### src/rtl/eth_ipv4_framer.sv
// eth_ipv4_framer: builds an IPv4 header, payload and Ethernet minimum-size pad
// into the RMII transmit FIFO, then waits for the frame and inter-frame gap.
module eth_ipv4_framer #(
  parameter logic [31:0] pSrc_Ip      = 32'hC0A80164,
  parameter logic [31:0] pDst_Ip      = 32'hC0A801FF,
  parameter logic [7:0]  pProto       = 8'h11,
  parameter logic [7:0]  pTtl         = 8'h40,
  parameter int unsigned pMax_Payload = 1480,
  parameter int unsigned pIfg_Cycles  = 48   // must be >= 1
) (
  input  logic        Clk,
  input  logic        Rst,
  input  logic        Pkt_Start,
  input  logic [10:0] Pkt_Len,
  input  logic [7:0]  Usr_Byte,
  input  logic        Usr_Byte_Valid,
  output logic        Usr_Byte_Rdy,
  input  logic        Tx_En,
  output logic [7:0]  Eth_Byte,
  output logic        Eth_Byte_Valid,
  output logic        Eth_Pkt_Rdy,
  output logic        Busy,
  output logic        Len_Err
);

  localparam int unsigned LenW = 11;
  localparam int unsigned CntW = 16;
  localparam int unsigned SumW = 20;
  localparam logic [15:0] HdrBytes = 16'd20;
  localparam logic [15:0] MinFrame = 16'd46;

  typedef enum logic [3:0] {
    S_IDLE, S_CSUM, S_HDR, S_PAYLOAD, S_PAD, S_RDY, S_WAIT_TX, S_WAIT_DONE, S_IFG
  } state_t;

  state_t            state_q, state_d;
  logic [15:0]       tot_len_q, tot_len_d;
  logic [15:0]       id_q, id_d;
  logic [SumW-1:0]   sum_q, sum_d;
  logic [CntW-1:0]   cnt_q, cnt_d;
  logic [LenW-1:0]   rem_q, rem_d;
  logic [7:0]        byte_q, byte_d;
  logic              valid_q, valid_d;
  logic              rdy_q, rdy_d;
  logic              busy_q, busy_d;
  logic              len_err_q, len_err_d;

  logic [16:0]       fold1;
  logic [15:0]       fold2;
  logic [15:0]       csum;
  logic [15:0]       sum_word;
  logic [15:0]       hdr_w;

  // Header word by index; the checksum slot is supplied by the caller
  function automatic logic [15:0] hdr_word(input logic [3:0]  idx,
                                           input logic [15:0] tot_len,
                                           input logic [15:0] id,
                                           input logic [15:0] cs);
    case (idx)
      4'd0:    hdr_word = 16'h4500;
      4'd1:    hdr_word = tot_len;
      4'd2:    hdr_word = id;
      4'd3:    hdr_word = 16'h4000;
      4'd4:    hdr_word = {pTtl, pProto};
      4'd5:    hdr_word = cs;
      4'd6:    hdr_word = pSrc_Ip[31:16];
      4'd7:    hdr_word = pSrc_Ip[15:0];
      4'd8:    hdr_word = pDst_Ip[31:16];
      4'd9:    hdr_word = pDst_Ip[15:0];
      default: hdr_word = 16'h0000;
    endcase
  endfunction

  // Ones-complement checksum from the accumulated sum: two carry folds then invert
  always_comb begin
    fold1    = {1'b0, sum_q[15:0]} + 17'(sum_q[19:16]);
    fold2    = fold1[15:0] + 16'(fold1[16]);
    csum     = ~fold2;
    sum_word = hdr_word(cnt_q[3:0], tot_len_q, id_q, 16'h0000);
    hdr_w    = hdr_word(cnt_q[4:1], tot_len_q, id_q, csum);
  end

  // Next-state and registered-output logic
  always_comb begin
    state_d   = state_q;
    tot_len_d = tot_len_q;
    id_d      = id_q;
    sum_d     = sum_q;
    cnt_d     = cnt_q;
    rem_d     = rem_q;
    byte_d    = 8'h00;
    valid_d   = 1'b0;
    rdy_d     = 1'b0;
    len_err_d = 1'b0;

    case (state_q)
      S_IDLE: begin
        if (Pkt_Start) begin
          if (Pkt_Len == '0 || Pkt_Len > LenW'(pMax_Payload)) begin
            len_err_d = 1'b1;
          end else begin
            state_d   = S_CSUM;
            tot_len_d = 16'(Pkt_Len) + HdrBytes;
            rem_d     = Pkt_Len;
            sum_d     = '0;
            cnt_d     = '0;
          end
        end
      end
      S_CSUM: begin
        sum_d = sum_q + SumW'(sum_word);
        if (cnt_q == CntW'(9)) begin
          state_d = S_HDR;
          cnt_d   = '0;
        end else begin
          cnt_d = cnt_q + CntW'(1);
        end
      end
      S_HDR: begin
        valid_d = 1'b1;
        byte_d  = cnt_q[0] ? hdr_w[7:0] : hdr_w[15:8];
        if (cnt_q == CntW'(19)) begin
          state_d = S_PAYLOAD;
          cnt_d   = '0;
        end else begin
          cnt_d = cnt_q + CntW'(1);
        end
      end
      S_PAYLOAD: begin
        if (Usr_Byte_Valid) begin
          valid_d = 1'b1;
          byte_d  = Usr_Byte;
          rem_d   = rem_q - LenW'(1);
          if (rem_q == LenW'(1)) begin
            if (tot_len_q < MinFrame) begin
              state_d = S_PAD;
              cnt_d   = CntW'(MinFrame - tot_len_q);
            end else begin
              state_d = S_RDY;
            end
          end
        end
      end
      S_PAD: begin
        valid_d = 1'b1;
        cnt_d   = cnt_q - CntW'(1);
        if (cnt_q == CntW'(1)) state_d = S_RDY;
      end
      S_RDY: begin
        rdy_d   = 1'b1;
        id_d    = id_q + 16'd1;
        state_d = S_WAIT_TX;
      end
      S_WAIT_TX: begin
        if (Tx_En) state_d = S_WAIT_DONE;
      end
      S_WAIT_DONE: begin
        if (!Tx_En) begin
          state_d = S_IFG;
          cnt_d   = CntW'(pIfg_Cycles - 1);
        end
      end
      S_IFG: begin
        if (cnt_q == '0) state_d = S_IDLE;
        else             cnt_d   = cnt_q - CntW'(1);
      end
      default: state_d = S_IDLE;
    endcase

    busy_d = (state_d != S_IDLE);
  end

  // State and output registers with synchronous reset
  always_ff @(posedge Clk) begin
    if (Rst) begin
      state_q   <= S_IDLE;
      tot_len_q <= '0;
      id_q      <= '0;
      sum_q     <= '0;
      cnt_q     <= '0;
      rem_q     <= '0;
      byte_q    <= '0;
      valid_q   <= 1'b0;
      rdy_q     <= 1'b0;
      busy_q    <= 1'b0;
      len_err_q <= 1'b0;
    end else begin
      state_q   <= state_d;
      tot_len_q <= tot_len_d;
      id_q      <= id_d;
      sum_q     <= sum_d;
      cnt_q     <= cnt_d;
      rem_q     <= rem_d;
      byte_q    <= byte_d;
      valid_q   <= valid_d;
      rdy_q     <= rdy_d;
      busy_q    <= busy_d;
      len_err_q <= len_err_d;
    end
  end

  assign Usr_Byte_Rdy   = (state_q == S_PAYLOAD);
  assign Eth_Byte       = byte_q;
  assign Eth_Byte_Valid = valid_q;
  assign Eth_Pkt_Rdy    = rdy_q;
  assign Busy           = busy_q;
  assign Len_Err        = len_err_q;

endmodule
### config.mk
export PLATFORM = sky130hd
export DESIGN_NAME = eth_ipv4_framer
export DESIGN_NICKNAME = d
export VERILOG_FILES = /design/src/rtl/eth_ipv4_framer.sv
export SDC_FILE = /design/constraint.sdc
export NUM_CORES = 1
export LEC_CHECK = 0
export BUFFER_PORTS_ARGS = -buffer_cell sky130_fd_sc_hd__clkbuf_2
export CAP_MARGIN = 30
export CORE_MARGIN = 3
export CORE_UTILIZATION = 45
export DETAILED_ROUTE_END_ITERATION = 8
export SLEW_MARGIN = 0
export SYNTH_ARGS = -nofsm -noshare
export SYNTH_HDL_FRONTEND = slang
export SYNTH_SLANG_ARGS = --single-unit
### constraint.sdc
create_clock -name Clk -period 7.1 [get_ports Clk]
set_input_delay 0.355 -clock Clk [delete_from_list [all_inputs] [get_ports Clk]]
set_output_delay 0.355 -clock Clk [all_outputs]
set_load 0.01 [all_outputs]
Yosys cells after proc, flatten, opt, wreduce, memory -nomap -nowiden

Index checks and enable logic that the tools add are counted.

Register bits after elaboration: 95
Output and inout bits: 13
Input bits: 24
Word-level logic and storage cells: 118

Bitwise operators: 4
$lt $le $gt $ge: 2
Muxes and demuxes: 38
Reductions and logical operators: 18
Add/subtract/negate cells: 9
Eq/ne operators: 36

Operator list:

| cell                                                                   | count |
|---|---|
| 16-bit 2-to-1 mux                                                      | 9 |
| 16-bit one-hot mux with 9 select lines                                 | 1 |
| 16-bit one-hot mux with 8 select lines                                 | 1 |
| 16-bit one-hot mux with 7 select lines                                 | 1 |
| 4-bit by 3-bit == test with 1-bit output (second input constant)       | 11 |
| 20-bit 2-to-1 mux                                                      | 2 |
| 4-bit 2-to-1 mux                                                       | 10 |
| 20-bit one-hot mux with 2 select lines                                 | 1 |
| 4-bit one-hot mux with 9 select lines                                  | 1 |
| 11-bit 2-to-1 mux                                                      | 3 |
| 16-bit by 1-bit adder with 16-bit output (second input constant)       | 2 |
| 4-bit by 2-bit == test with 1-bit output (second input constant)       | 6 |
| 11-bit one-hot mux with 2 select lines                                 | 1 |
| 20-bit by 16-bit adder with 20-bit output                              | 1 |
| 4-bit == test (second input constant)                                  | 5 |
| 16-bit by 4-bit adder with 17-bit output                               | 1 |
| 16-bit by 1-bit adder with 16-bit output                               | 1 |
| 16-bit by 1-bit == test with 1-bit output (second input constant)      | 1 |
| 16-bit by 4-bit == test with 1-bit output (second input constant)      | 1 |
| 16-bit by 5-bit == test with 1-bit output (second input constant)      | 1 |
| 16-bit zero test                                                       | 1 |
| 16-bit by 6-bit < comparator with 1-bit output (second input constant) | 1 |
| 8-bit 2-to-1 mux                                                       | 2 |
| 16-bit inverter                                                        | 1 |
| 24 further kinds                                                       | 42 |

Longest topological paths before layout

Gate-level depths: netlist of the first run.

Depth in word-level cells: 6
Depth in mapped cells: 16
Depth with buffers taken out: 15

Worst setup path before layout of the first run

No wires, ideal clock.

Kind: reg-to-reg
Start: register cnt_q[1]
End: register sum_q[16]
Period minus slack after synthesis: 3.845 ns
Stages on the path, launching flop included: 17
Data required time: 6.968 ns
Arrival: 3.713 ns
Setup slack: 3.255 ns
Path buffers: 2
Library setup time: 0.132 ns
Path through: dfxtp_1 clkbuf_1 clkinv_1 ha_1 clkbuf_1 a22oi_1 o21ai_0 ha_1 inv_1 fa_1 nor2b_1 o31ai_1 a211o_1 a21boi_0 o31a_1 mux2i_1 or3b_2

Cells in the longest elaborated chain, start to end: 5
Elaborated cells on any way between the ends: 13
Those cells by class: 1 x add/sub; 8 x eq/ne; 2 x mux; 2 x reduce/logical

RTL lines:

| element                                                                   | line | RTL |
|---|---|---|
| start: declaration                                                        | 40   | `logic [CntW-1:0] cnt_q, cnt_d;` |
| start signal: assignment                                                  | 192  | `cnt_q <= cnt_d;` |
| 4-bit == test or 4-bit by 3-bit == test with 1-bit output (tied branches) | 59   | `case (idx)` |
| 2-bit OR reduction (no source line)                                       | -    |  |
| 16-bit one-hot mux with 8 select lines *                                  | 59   |  |
| 20-bit by 16-bit adder with 20-bit output *                               | 111  | `sum_d = sum_q + SumW'(sum_word);` |
| 20-bit one-hot mux with 2 select lines *                                  | 96   | `case (state_q)` |
| end signal: assignment                                                    | 191  | `sum_q <= sum_d;` |
| end: declaration                                                          | 39   | `logic [SumW-1:0] sum_q, sum_d;` |

Every way passes the cells marked *; elsewhere a longest branch is shown, timed or not.
A chain may end at the register's enable or synchronous reset.

Worst setup path in the final report of the first run

Same ends and word-level chain as after synthesis.

==> results of run 1 <==
registers in the layout, indices dropped and copies added, names as in the netlist:
signal,flops
state_q,4
tot_len_q,12
rem_q,11
Eth_Byte,8
id_q,16
Eth_Pkt_Rdy,1
sum_q,20
Len_Err,1
Eth_Byte_Valid,1
Busy,1
cnt_q,16
cell families (layout without fill, tap and decap cells):
logic type	after synthesis	after routing	share of synthesized area [%]
AND/OR/NAND/NOR	414	414	26.9
AO/OA/AOI/OAI	335	335	29.8
buffers and inverters	105	95	5.26
flip-flops	91	91	23.6
XOR/XNOR	63	63	7.26
adder cells (fa/ha/maj)	38	38	6.33
multiplexers	6	6	0.779
where the power goes:
part | internal (mW) | leakage (nW) | switching (mW) | total [mW]
logic | 0.0754 | 2.16 | 0.127 | 0.202
clock network | 0.290 | 0.157 | 0.233 | 0.524
registers | 0.525 | 0.738 | 0.0354 | 0.560
total | 0.891 | 3.05 | 0.395 | 1.29
worst paths after layout:
| check | slack [ns] | endpoint | from |
|---|---|---|---|
| setup / recovery | 2.65 | sum_q[16] | cnt_q[1] |
| hold / removal | 0.22 | Eth_Byte[5] | Usr_Byte[5] |
| setup reg to reg | 2.65 | sum_q[16] | cnt_q[1] |
| hold reg to reg | 0.48 | rem_q[1] | rem_q[1] |
placed cells by master, fill, tap and decap left out, drive strengths merged, types with 11 or more instances in the layout:
cell | netlist | layout
o21ai | 72 | 72
nor2b | 12 | 12
o22ai | 11 | 11
nand2 | 91 | 91
nand4 | 17 | 17
xor2 | 25 | 25
dfxtp | 91 | 91
a21oi | 75 | 75
or3 | 12 | 12
clkbuf | 57 | 46
a221oi | 11 | 11
inv | 32 | 35
and3 | 18 | 18
nor4 | 12 | 12
nor3 | 42 | 42
nor2 | 114 | 114
a22oi | 29 | 29
a211oi | 19 | 19
ha | 35 | 35
xnor2 | 38 | 38
nand3 | 43 | 43
per-layer routing:
metal | global-route usage (%) | up-vias | share of wire [%]
met4 | 7.76 | 0 | 2.3
li1 | - | 3890 | -
met5 | 0 | - | 0
met3 | 4.63 | 44 | 7.9
met2 | 38.5 | 333 | 42
met1 | 38.9 | 3724 | 48
area by class of cell:
class	count	area, um2	area share (%)
Timing Repair Buffer	46	259	3.13
Clock buffer	10	239	2.88
Clock inverter	6	78.8	0.952
Sequential cell	91	1820	22.0
Multi-Input combinational cell	856	5490	66.2
Tap cell	220	275	3.32
Inverter	33	124	1.50
through the flow:
stage | setup slack, ns | std cells | power (mW) | hold WS [ns] | cell area, um2
3_5_place_dp | 2.76 | 1246 | 0.769 | 0.472 | 7970
4_1_cts | 2.74 | 1262 | 1.29 | 0.205 | 8280
5_1_grt | 2.37 | 1262 | 1.34 | 0.222 | 8280
6_report | 2.65 | 1262 | 1.29 | 0.218 | 8280
3_3_place_gp | 2.90 | 1245 | 0.767 | 0.464 | 7960
2_1_floorplan | 3.25 | 1052 | 0.702 | 0.445 | 7710
critical path: stages (launching register included):
cell and delay [ns]:
dfxtp_1 0.65, clkinv_1 0.40, ha_1 0.49, and2_1 0.24, a21oi_1 0.17, o21ai_0 0.12
ha_1 0.34, nor2b_1 0.16, o31ai_1 0.45, a211o_1 0.24, a21boi_0 0.11, o31a_1 0.34
mux2i_1 0.14, or3b_2 0.44
==> metrics.cfg, run 1 <==
[status]
outcome = complete, no violations

[timing]
finalSetupTns_ns = 0
worstMarginPinSlew_ns = 0.895
rsz0062_at_grt = no
fin_crit_ns = 4.45
maxSlewViolCount = 0
slew_headroom_pct = 39.9
skew_ns = 0.0121
fmax_ghz = 0.225
setup_viol = 0
hold_viol = 0
final_min_period_over_clock_period_pct = 62.6

[logic_synthesis]
syn_nets = 1113
avgSynthCellArea_um2 = 7.33
yosys_warnings = 0
synth_cell_types = 88
synth_area_leaders = dfxtp_1 (24%), ha_1 (5.7%), nor2_1 (5.6%)
yosys.area.top_type = dfxtp_1
synthCells = 1052
syn-cell-area_mm2 = 0.00771
synth-seq-area-share_pct = 23.6
ys_async_sr_fraction_pct = 0
synth_edf_count = 0
synth_most_common_cell = nor2_1
synth.top_cells.by_count = nor2_1 (114), dfxtp_1 (91), nand2_1 (91)
ys_seq_elements = 91
ys.flop_type = dfxtp_1
yosys.area.top_type_share_pct = 23.6

[cts]
clk_latency_ns = 0.36
clock-root-buffer = clkbuf_16
htree_levels = 3
cts_tree = built
clockBufferDepth = 2
cts_resized = 0
clock-sinks = 91
holdBufCountCts = 0
cts-buffers-inserted = 9
cts.clk_slew.worst_paths_ns = 0.08
cts_setup_buffers = 0

[die]
core_mm2 = 0.0167
dieArea_mm2 = 0.0187
initial_core_util_pct = 46.2
die_h_um = 137
fp-row-count = 47
fp.dieW_um = 137
io_pins = 37

[global_route]
grt_first_pass_wirelength_mm = 38.5
grt_max_degree = 70
grt_usage_pct = 26.2
grt-ovfl-total = 0
grt_pass1_vias = 6931
antenna_found_initial = 0

[critical_path]
startpoint_type = flip-flop
end_kind = flip-flop
worstRegToRegCells = 13
crit_path_max_fanout = 16
worstSetupPathType = reg -> reg
cp.arrival_ns = 4.67
cp.required_ns = 7.33

[drt]
initialDrtViolationCount = 755
routedWlPerCell_um = 19.4
detail-route-antenna-nets = 0
drc_errors = 0
via_per_inst = 6.33
wl_mm = 24.5
vias = 7991
firstDrtPassIters = 7

[power_and_ir_drop]
power_density_mw_per_mm2 = 155
vdd_drop_max_uv = 107
p_leak_nw = 3.05

[cells_and_area]
antenna_cells = 0
finalNetCount = 1098
fillers = 1725
drive_gt1_share_pct = 8.93
area_growth_pct = 7.47
utilization_pct = 49.6

[placed_design]
place_hpwl_mm = 18.1
gp_congestion = 0.909
port_buffers = 36

[hold_path]
holdPathStages = 3
hp-class = in -> reg

[flow_run]
drv_cap = 0

(Power assumes the default switching activity.)
==> inputs of run 2 (changes only) <==
==> constraint.sdc (replaced) <==
create_clock -name Clk -period 4.4 [get_ports Clk]
set_input_delay 0.22 -clock Clk [delete_from_list [all_inputs] [get_ports Clk]]
set_output_delay 0.22 -clock Clk [all_outputs]
set_load 0.01 [all_outputs]
==> run 2 against run 1 <==
Register-to-register slack got worse by 2.4 ns. Combinational power increased by 69%. Clock skew increased by 0.0013 ns. Global-route usage increased by 0.95 points. Critical path depth increased by 1. Clock power increased by 61%. Critical path type unchanged. Critical endpoint is now Eth_Byte[4].
==> metrics.cfg, run 2 (synthesis gave the netlist of run 1 again) <==
[cts]
cts-buffers-inserted = 9
clockBufferDepth = 2
clock-root-buffer = clkbuf_16
cts_tree = built
cts_setup_buffers = 0
htree_levels = 3
clk_latency_ns = 0.36
cts.clk_slew.worst_paths_ns = 0.08
clock-sinks = 91
cts_resized = 0
holdBufCountCts = 0

[power_and_ir_drop]
power_density_mw_per_mm2 = 248
p_leak_nw = 3.13
vdd_drop_max_uv = 194

[placed_design]
place_hpwl_mm = 18.5
gp_congestion = 0.963
port_buffers = 36

[timing]
hold_viol = 0
fin_crit_ns = 4.11
fin_hold_ws_ns = 0.0727
rsz0062_at_grt = no
maxSlewViolCount = 0
setup_viol = 0
final_min_period_over_clock_period_pct = 93.5
fmax_ghz = 0.243
skew_ns = 0.0133
slew_headroom_pct = 41.0
worstMarginPinSlew_ns = 0.879
finalSetupTns_ns = 0

[cells_and_area]
area_growth_pct = 8.83
final_cell_mix = nor2_1 (114), dfxtp_1 (91), nand2_1 (91), a21oi_1 (75), o21ai_0 (69)
largest_register_ffs = 20
utilization_pct = 50.2
regMostFlops = sum_q
drive_gt1_share_pct = 10.2
antenna_cells = 0
final_common_cell = nor2_1
top_regs = sum_q (20), cnt_q (16), id_q (16)
finalNetCount = 1113

[drt]
vias = 8109
routedWlPerCell_um = 19.5
drc_errors = 0
wl_mm = 25.0
detail-route-antenna-nets = 0
firstDrtPassIters = 5
via_per_inst = 6.35
initialDrtViolationCount = 813

[die]
core_mm2 = 0.0167
initial_core_util_pct = 46.2
fp-row-count = 47
fp.dieW_um = 137
die_h_um = 137
dieArea_mm2 = 0.0187
io_pins = 37

[critical_path]
critPathLaunch = sum_q[16]
worstSetupPathType = reg -> reg
r2r-start = sum_q[16]
crit_path_max_fanout = 10
end_kind = flip-flop
startpoint_type = flip-flop
cp.arrival_ns = 4.35
cp.required_ns = 4.63

[global_route]
grt_pass1_vias = 7214
grt_first_pass_wirelength_mm = 40.0
grt_max_degree = 70
antenna_found_initial = 0
grt_usage_pct = 27.1
grt-ovfl-total = 0

[status]
outcome = complete, no violations

[hold_path]
hold_path_startpoint = Usr_Byte[5]
hp-class = in -> reg

[flow_run]
drv_cap = 0

## run 2: changes by cell type in the layout (fill, tap and decap cells not counted), sizes merged
cell / change
clkbuf: -1
buf: +15
clkinv: -2
inv: +2
clkinvlp: +1
## run 2: area by class of cell
type / instances / area, um2
clock buffer: 9 / 225
clock inverter: 7 / 88.8
fill: 1712 / 8310
inverter: 33 / 124
multi-input combinational: 856 / 5490
sequential: 91 / 1820
tap: 220 / 275
timing repair buffer: 61 / 368
## run 2: final timing paths
path,to,slack [ns],cells past startpoint
worst min register to register,rem_q[1],0.49,2
worst max-delay path,Eth_Byte[4],0.29,14
worst max register to register,Eth_Byte[4],0.29,14
worst min-delay path,Eth_Byte[5],0.07,3
## run 2: critical path, cell delays in order, from the launching register on
cell and delay, ns:
dfxtp_1 0.49, ha_1 0.30, fa_1 0.30, a211o_2 0.23, nand4_1 0.23, nor3_1 0.26, ha_1 0.24, ha_1 0.23
nand2_1 0.07, or4b_4 0.50, and2_4 0.18, a2111o_1 0.35, o211a_1 0.23, o31ai_1 0.25, a21oi_1 0.11
## run 2: report_power, final
part           total (mW)  internal, mW  switching [mW]
Sequential          0.894         0.847          0.0468
Combinational       0.342         0.126           0.216
Clock               0.846         0.457           0.389
## run 2: per-stage QoR
| stage | area (um2) | total power, mW | setup slack [ns] | instances |
|---|---|---|---|---|
| after floorplan | 7710 | 1.13 | 0.555 | 1052 |
| after global placement | 8080 | 1.25 | 0.528 | 1261 |
| after detailed placement | 8080 | 1.25 | 0.348 | 1261 |
| after CTS | 8390 | 2.10 | 0.344 | 1277 |
| after global routing | 8390 | 2.18 | 0.0276 | 1277 |
| final | 8390 | 2.08 | 0.286 | 1277 |
## run 2: per-layer routing
metal  wire length (um)  vias up  share of wire, %  global-route usage, %
li1                   -     3921                 -                      -
met5                  0        -                 0                      0
met4                519        0               2.1                   8.04
met1              12100     3828                48                   41.9
met2              10600      326                43                   39.6
met3               1720       34               6.9                   2.50
